`config.mk`:
```
export PLATFORM = sky130hd
export DESIGN_NAME = tape_controller
export DESIGN_NICKNAME = d
export VERILOG_FILES = /design/src/rtl/tape_pkg.sv /design/src/rtl/tape_controller.sv
export SDC_FILE = /design/constraint.sdc
export NUM_CORES = 1
export LEC_CHECK = 0
export ABC_CLOCK_PERIOD_IN_PS = 4800
export CAP_MARGIN = 20
export CORE_ASPECT_RATIO = 1.5
export CORE_UTILIZATION = 49
export CTS_CLUSTER_DIAMETER = 120
export DETAILED_ROUTE_END_ITERATION = 16
export PLACE_DENSITY = 0.89
export SYNTH_ARGS = -nofsm -noshare
export SYNTH_HDL_FRONTEND = slang
export SYNTH_SLANG_ARGS = --single-unit
```
`constraint.sdc`:
```
create_clock -name clk -period 4.8 [get_ports clk]
set_clock_uncertainty 0.2 [all_clocks]
set_input_delay 1.2 -clock clk [delete_from_list [all_inputs] [get_ports clk]]
set_output_delay 1.2 -clock clk [all_outputs]
set_load 0.02 [all_outputs]
```
`src/rtl/tape_pkg.sv`:
```
// Shared definitions for the tape controller: head-move encodings, the step
// FSM state type and the default home-position expression.
package tape_pkg;

  // Head move encodings carried on cmd_move; MOVE_HOLD behaves as a stay.
  typedef enum logic [1:0] {
    MOVE_STAY  = 2'b00,
    MOVE_LEFT  = 2'b01,
    MOVE_RIGHT = 2'b10,
    MOVE_HOLD  = 2'b11
  } move_e;

  // One command walks IDLE -> EXEC -> READ -> CAPT -> RESP -> IDLE.
  typedef enum logic [2:0] {
    IDLE,
    EXEC,
    READ,
    CAPT,
    RESP
  } state_e;

  // Default head position after reset: the middle of the tape.
  function automatic int unsigned home_addr_default(input int unsigned addr_space);
    return 32'd1 << (addr_space - 1);
  endfunction

endpackage

```
`src/rtl/tape_controller.sv`:
```
// Turing-style tape controller: per command, optionally writes a symbol at the
// head, moves the head, reads back the symbol under the new head position and
// hands it out on a valid/ready response channel. The tape memory lives outside
// and is reached through the mem_* ports (registered read, read-before-write).
// Optional feature: define TAPE_BOUNDS_EN to stop the head at the tape edges
// and flag rsp_err; otherwise the head wraps and rsp_err stays 0.
module tape_controller
  import tape_pkg::*;
#(
  parameter int unsigned DATA_WIDTH = 32,
  parameter int unsigned ADDR_SPACE = 14,
  parameter int unsigned HOME_ADDR  = home_addr_default(ADDR_SPACE)
) (
  input  logic                  clk,
  input  logic                  rst_n,
  input  logic                  cmd_valid,
  output logic                  cmd_ready,
  input  logic                  cmd_write,
  input  logic [DATA_WIDTH-1:0] cmd_sym,
  input  logic [1:0]            cmd_move,
  output logic                  rsp_valid,
  input  logic                  rsp_ready,
  output logic [DATA_WIDTH-1:0] rsp_sym,
  output logic                  rsp_err,
  output logic [ADDR_SPACE-1:0] head_pos,
  output logic [31:0]           step_cnt,
  output logic [ADDR_SPACE-1:0] mem_addr,
  output logic [DATA_WIDTH-1:0] mem_data,
  output logic                  mem_we,
  input  logic [DATA_WIDTH-1:0] mem_out
);

  localparam logic [ADDR_SPACE-1:0] HOME = ADDR_SPACE'(HOME_ADDR);
  localparam logic [ADDR_SPACE-1:0] ONE  = {{(ADDR_SPACE-1){1'b0}}, 1'b1};

  state_e                  state;
  move_e                   lat_move;
  logic [ADDR_SPACE-1:0]   head_next;

`ifdef TAPE_BOUNDS_EN
  logic                    edge_hit;
  logic                    step_err;

  // Next head position; a move past either tape edge is refused and flagged.
  always_comb begin
    head_next = head_pos;
    edge_hit  = 1'b0;
    case (lat_move)
      MOVE_LEFT: begin
        if (head_pos == '0) edge_hit  = 1'b1;
        else                head_next = head_pos - ONE;
      end
      MOVE_RIGHT: begin
        if (head_pos == '1) edge_hit  = 1'b1;
        else                head_next = head_pos + ONE;
      end
      default: head_next = head_pos;
    endcase
  end
`else
  // Next head position; the tape is circular so moves wrap at the edges.
  always_comb begin
    head_next = head_pos;
    case (lat_move)
      MOVE_LEFT:  head_next = head_pos - ONE;
      MOVE_RIGHT: head_next = head_pos + ONE;
      default:    head_next = head_pos;
    endcase
  end
`endif

  // Step FSM with all outputs registered. The write flag and symbol are held
  // in mem_we/mem_data from acceptance through EXEC, so no separate copies.
  always_ff @(posedge clk or negedge rst_n) begin
    if (!rst_n) begin
      state     <= IDLE;
      cmd_ready <= 1'b1;
      lat_move  <= MOVE_STAY;
      head_pos  <= HOME;
      step_cnt  <= '0;
      rsp_sym   <= '0;
      rsp_err   <= 1'b0;
      rsp_valid <= 1'b0;
      mem_we    <= 1'b0;
      mem_addr  <= '0;
      mem_data  <= '0;
`ifdef TAPE_BOUNDS_EN
      step_err  <= 1'b0;
`endif
    end else begin
      case (state)
        IDLE: begin
          if (cmd_valid) begin
            mem_addr  <= head_pos;
            mem_we    <= cmd_write;
            mem_data  <= cmd_sym;
            lat_move  <= move_e'(cmd_move);
            cmd_ready <= 1'b0;
            state     <= EXEC;
          end
        end
        EXEC: begin
          head_pos <= head_next;
          mem_addr <= head_next;
          mem_we   <= 1'b0;
`ifdef TAPE_BOUNDS_EN
          step_err <= edge_hit;
`endif
          state    <= READ;
        end
        READ: begin
          state <= CAPT;
        end
        CAPT: begin
          rsp_sym   <= mem_out;
`ifdef TAPE_BOUNDS_EN
          rsp_err   <= step_err;
`else
          rsp_err   <= 1'b0;
`endif
          if (step_cnt != '1) step_cnt <= step_cnt + 32'd1;
          rsp_valid <= 1'b1;
          state     <= RESP;
        end
        RESP: begin
          if (rsp_ready) begin
            rsp_valid <= 1'b0;
            cmd_ready <= 1'b1;
            state     <= IDLE;
          end
        end
        default: begin
          state     <= IDLE;
          cmd_ready <= 1'b1;
          mem_we    <= 1'b0;
          rsp_valid <= 1'b0;
        end
      endcase
    end
  end

endmodule
```
==> flow_metrics.env <==
export IMPL_grt_pass1_wl_um=23800
export IMPL_whs_ns=0.294
export IMPL_slew_viol_final=0
export IMPL_ys_seq_area_frac=0.560
export IMPL_synth_nets=567
export IMPL_cts_root_buf="clkbuf_16"
export IMPL_cp_cell_sequence="inv_1 -> ha_1 -> inv_1 -> ha_1 -> a2111oi_0 -> o21ai_0 -> a31o_2 -> a21oi_1 -> xor2_1 -> nor2_1 -> a221o_1"
export IMPL_clkPwrFrac=0.208
export IMPL_drtAntennaViolNets=0
export IMPL_finalHoldViolations=0
export IMPL_floorplan_rows=48
export IMPL_final_cells=846
export IMPL_yosysMostFrequentCell="dfrtp_1"
export IMPL_fp_dieW_um=91.7
export IMPL_leakage_nw=3.72
export IMPL_cts_resized=0
export IMPL_dpl_instance_area_mm2=0.00805
export IMPL_reg2reg_to="mem_addr[9]"
export IMPL_ir_worst_vdd_mv=0.448
export IMPL_rsz0062_at_grt="no"
export IMPL_grt_start_max_net_pins=87
export IMPL_r2r_setup_slack_ns=1.15
export IMPL_grt_pass1_vias=4961
export IMPL_relSlewSlack=0.445
export IMPL_share_comb_of_total_power=0.498
export IMPL_timing_final_ws_setup_ns=1.15
export IMPL_cts_post_setup_buffers_inserted=0
export IMPL_preCtsSetupSlack_ns=1.37
export IMPL_wl_um=14700
export IMPL_switching_power_mw=2.46
export IMPL_cts_made_buffers=17
export IMPL_hpwl_um=10700
export IMPL_initial_core_util=0.507
export IMPL_port_buffers=197
export IMPL_clkSinkCount=132
export IMPL_die_h_um=136
export IMPL_swShare=0.377
export IMPL_maxCapViolCount=0
export IMPL_cp_slowest_cell="a2111oi_0"
export IMPL_hold_depth=1
export IMPL_hp_class="reg2reg"
export IMPL_setup_viol=0
export IMPL_netlist_top_cells_count="dfrtp_1 (130), mux2_2 (77), nand2_1 (38)"
export IMPL_final_util=0.745
export IMPL_status="finished, final reports clean"
export IMPL_htree_levels=4
export IMPL_rr_worst_depth=11
export IMPL_rr_startpoint="lat_move[0]"
export IMPL_worst_pin_slew_ns=0.830
export IMPL_yosysTopAreaCell="dfrtp_1"
export IMPL_endpoint_kind="register"
export IMPL_die_area_mm2=0.0125
export IMPL_max_stage_delay_ns=0.48
export IMPL_syn_avg_cell_area_um2=12.3
export IMPL_synth_cell_types=58
export IMPL_min_from="step_cnt[9]"
export IMPL_antenna_found_initial=0
export IMPL_power_density_mw_per_mm2=751
export IMPL_antennaDiodeCount=0
export IMPL_fin_area_mm2=0.00867
export IMPL_ys_async_sr_fraction=1.00
export IMPL_fin_tns_setup_ns=0
export IMPL_boundaryPins=199
export IMPL_clock_fmax_mhz=274
export IMPL_syn_cell_area_mm2=0.00591
export IMPL_path_max_fanout=16
export IMPL_holdPathEnd="step_cnt[9]"
export IMPL_period_share=0.761
export IMPL_synth_ff_latch_count=132
export IMPL_cts_tree="yes"
export IMPL_clock_latency_ns=0.40
export IMPL_synthCells=479
export IMPL_critPathLaunchType="register"
export IMPL_arrival_ns=3.75
export IMPL_dr_first_iter_drc_count=241
export IMPL_worstSetupPathType="reg2reg"
export IMPL_gp_congestion=0.850
export IMPL_final_nets=771
export IMPL_area_growth_pct=46.8
export IMPL_cts_hold_buf=0
export IMPL_core_area_mm2=0.0117
export IMPL_intPower_mw=4.06
export IMPL_period_minus_slack_ns=3.65
export IMPL_dr_pass1_iters=4
export IMPL_clkTransAtPathRegs_ns=0.06
export IMPL_overflow=0
export IMPL_drc=0
export IMPL_synth_edf_count=0
export IMPL_yosysWarnings=0
export IMPL_avgViaCountPerCell=5.44
export IMPL_drive_above_1_share=0.187
export IMPL_wl_per_cell_um=17.4
export IMPL_grt_usage=0.246
export IMPL_worst_endpoint_required_ns=4.89
export IMPL_power_mw=6.51
export IMPL_dp_cells=814
export IMPL_synth_ff_type="dfrtp_1"
export IMPL_power_frac_seq=0.294
export IMPL_synth_top_area_frac=0.551
export IMPL_dr_total_vias=4606
export IMPL_ys_top_cells_by_area="dfrtp_1 (55%), mux2_2 (15%), ha_1 (3.4%)"
export IMPL_cts_max_path_buffers=2
==> metal layers <==
layer / up-vias / global-route usage / part of all wire
met5: - / 0 / 0
met4: 0 / 0.109 / 0.027
met3: 41 / 0.0733 / 0.064
met2: 195 / 0.449 / 0.55
met1: 2276 / 0.258 / 0.36
li1: 2094 / - / -
==> worst max-delay path by stage <==
stage | slack (ns) | endpoint | from
detailed placement | 1.37 | mem_addr[9] | lat_move[0]
CTS | 1.33 | mem_addr[9] | lat_move[0]
global route | 1.05 | head_pos[13] | lat_move[0]
global placement | 1.50 | mem_addr[13] | cmd_valid
finish | 1.15 | mem_addr[9] | lat_move[0]
floorplan | 1.83 | mem_addr[9] | lat_move[1]
==> cells in the final DEF (no fill, tap or decap), types with 3 or more instances in the layout <==
cell type        Yosys  final
clkdlybuf4s50_1      0    196
dfrtp_1            130    130
mux2_2              77     77
nand2_1             38     38
nor2_1              25     25
xor2_1              21     21
xnor2_1             21     21
o21ai_0             19     19
clkbuf_16            0     17
ha_1                16     16
nand3_1             13     13
inv_1               11     11
a21oi_1             11     11
nor3_1               8      8
a21o_1               5      5
or3_1                5      5
clkinvlp_4           0      5
buf_4                1      5
nand4_1              4      4
nor4_1               4      4
clkbuf_8             1      4
nand3b_1             3      3
a31oi_1              3      3
a211oi_1             3      3
bufinv_16            0      3
==> worst max-delay path: cells and delay by family (launching register included) <==
kind	cells	cell delay, ns
simple gates	1	0.07
xor+xnor	1	0.17
buf+inv	2	0.51
flops	1	0.34
compound gates	5	1.58
fa+ha+maj	2	0.67
==> flip-flops by register name, summed over array words and instances (netlist names) <==
register / flops
cmd_ready: 1
rsp_valid: 1
mem_addr: 14
step_cnt: 32
mem_data: 32
lat_move: 2
state: 3
rsp_sym: 32
mem_we: 1
head_pos: 14
==> logic make-up after synthesis <==
logic type / Yosys count / synth area share
other cells: 1 / 0.000635
buf+inv: 28 / 0.0203
xor+xnor: 42 / 0.0623
fa+ha+maj: 17 / 0.0373
flops: 132 / 0.560
compound gates: 55 / 0.0580
simple gates: 127 / 0.115
mux: 77 / 0.147
==> area by class of cell <==
cell class / count / area, µm²
clock buffers: 22 / 484
clock inverters: 10 / 145
fillers: 766 / 2980
inverters: 11 / 41.3
multi-input cells: 319 / 2490
flip-flops and latches: 132 / 3310
well taps: 150 / 188
repair buffers: 202 / 2020
==> power groups by stage <==
stage | clock, mW | sequential (mW) | combinational [mW]
2_1_floorplan | 0 | 2.36 | 1.44
3_3_place_gp | 0 | 1.89 | 3.09
3_5_place_dp | 0 | 1.93 | 3.19
4_1_cts | 1.38 | 1.91 | 3.24
5_1_grt | 1.43 | 1.97 | 3.45
6_report | 1.36 | 1.91 | 3.24
(Power assumes the default switching activity.)
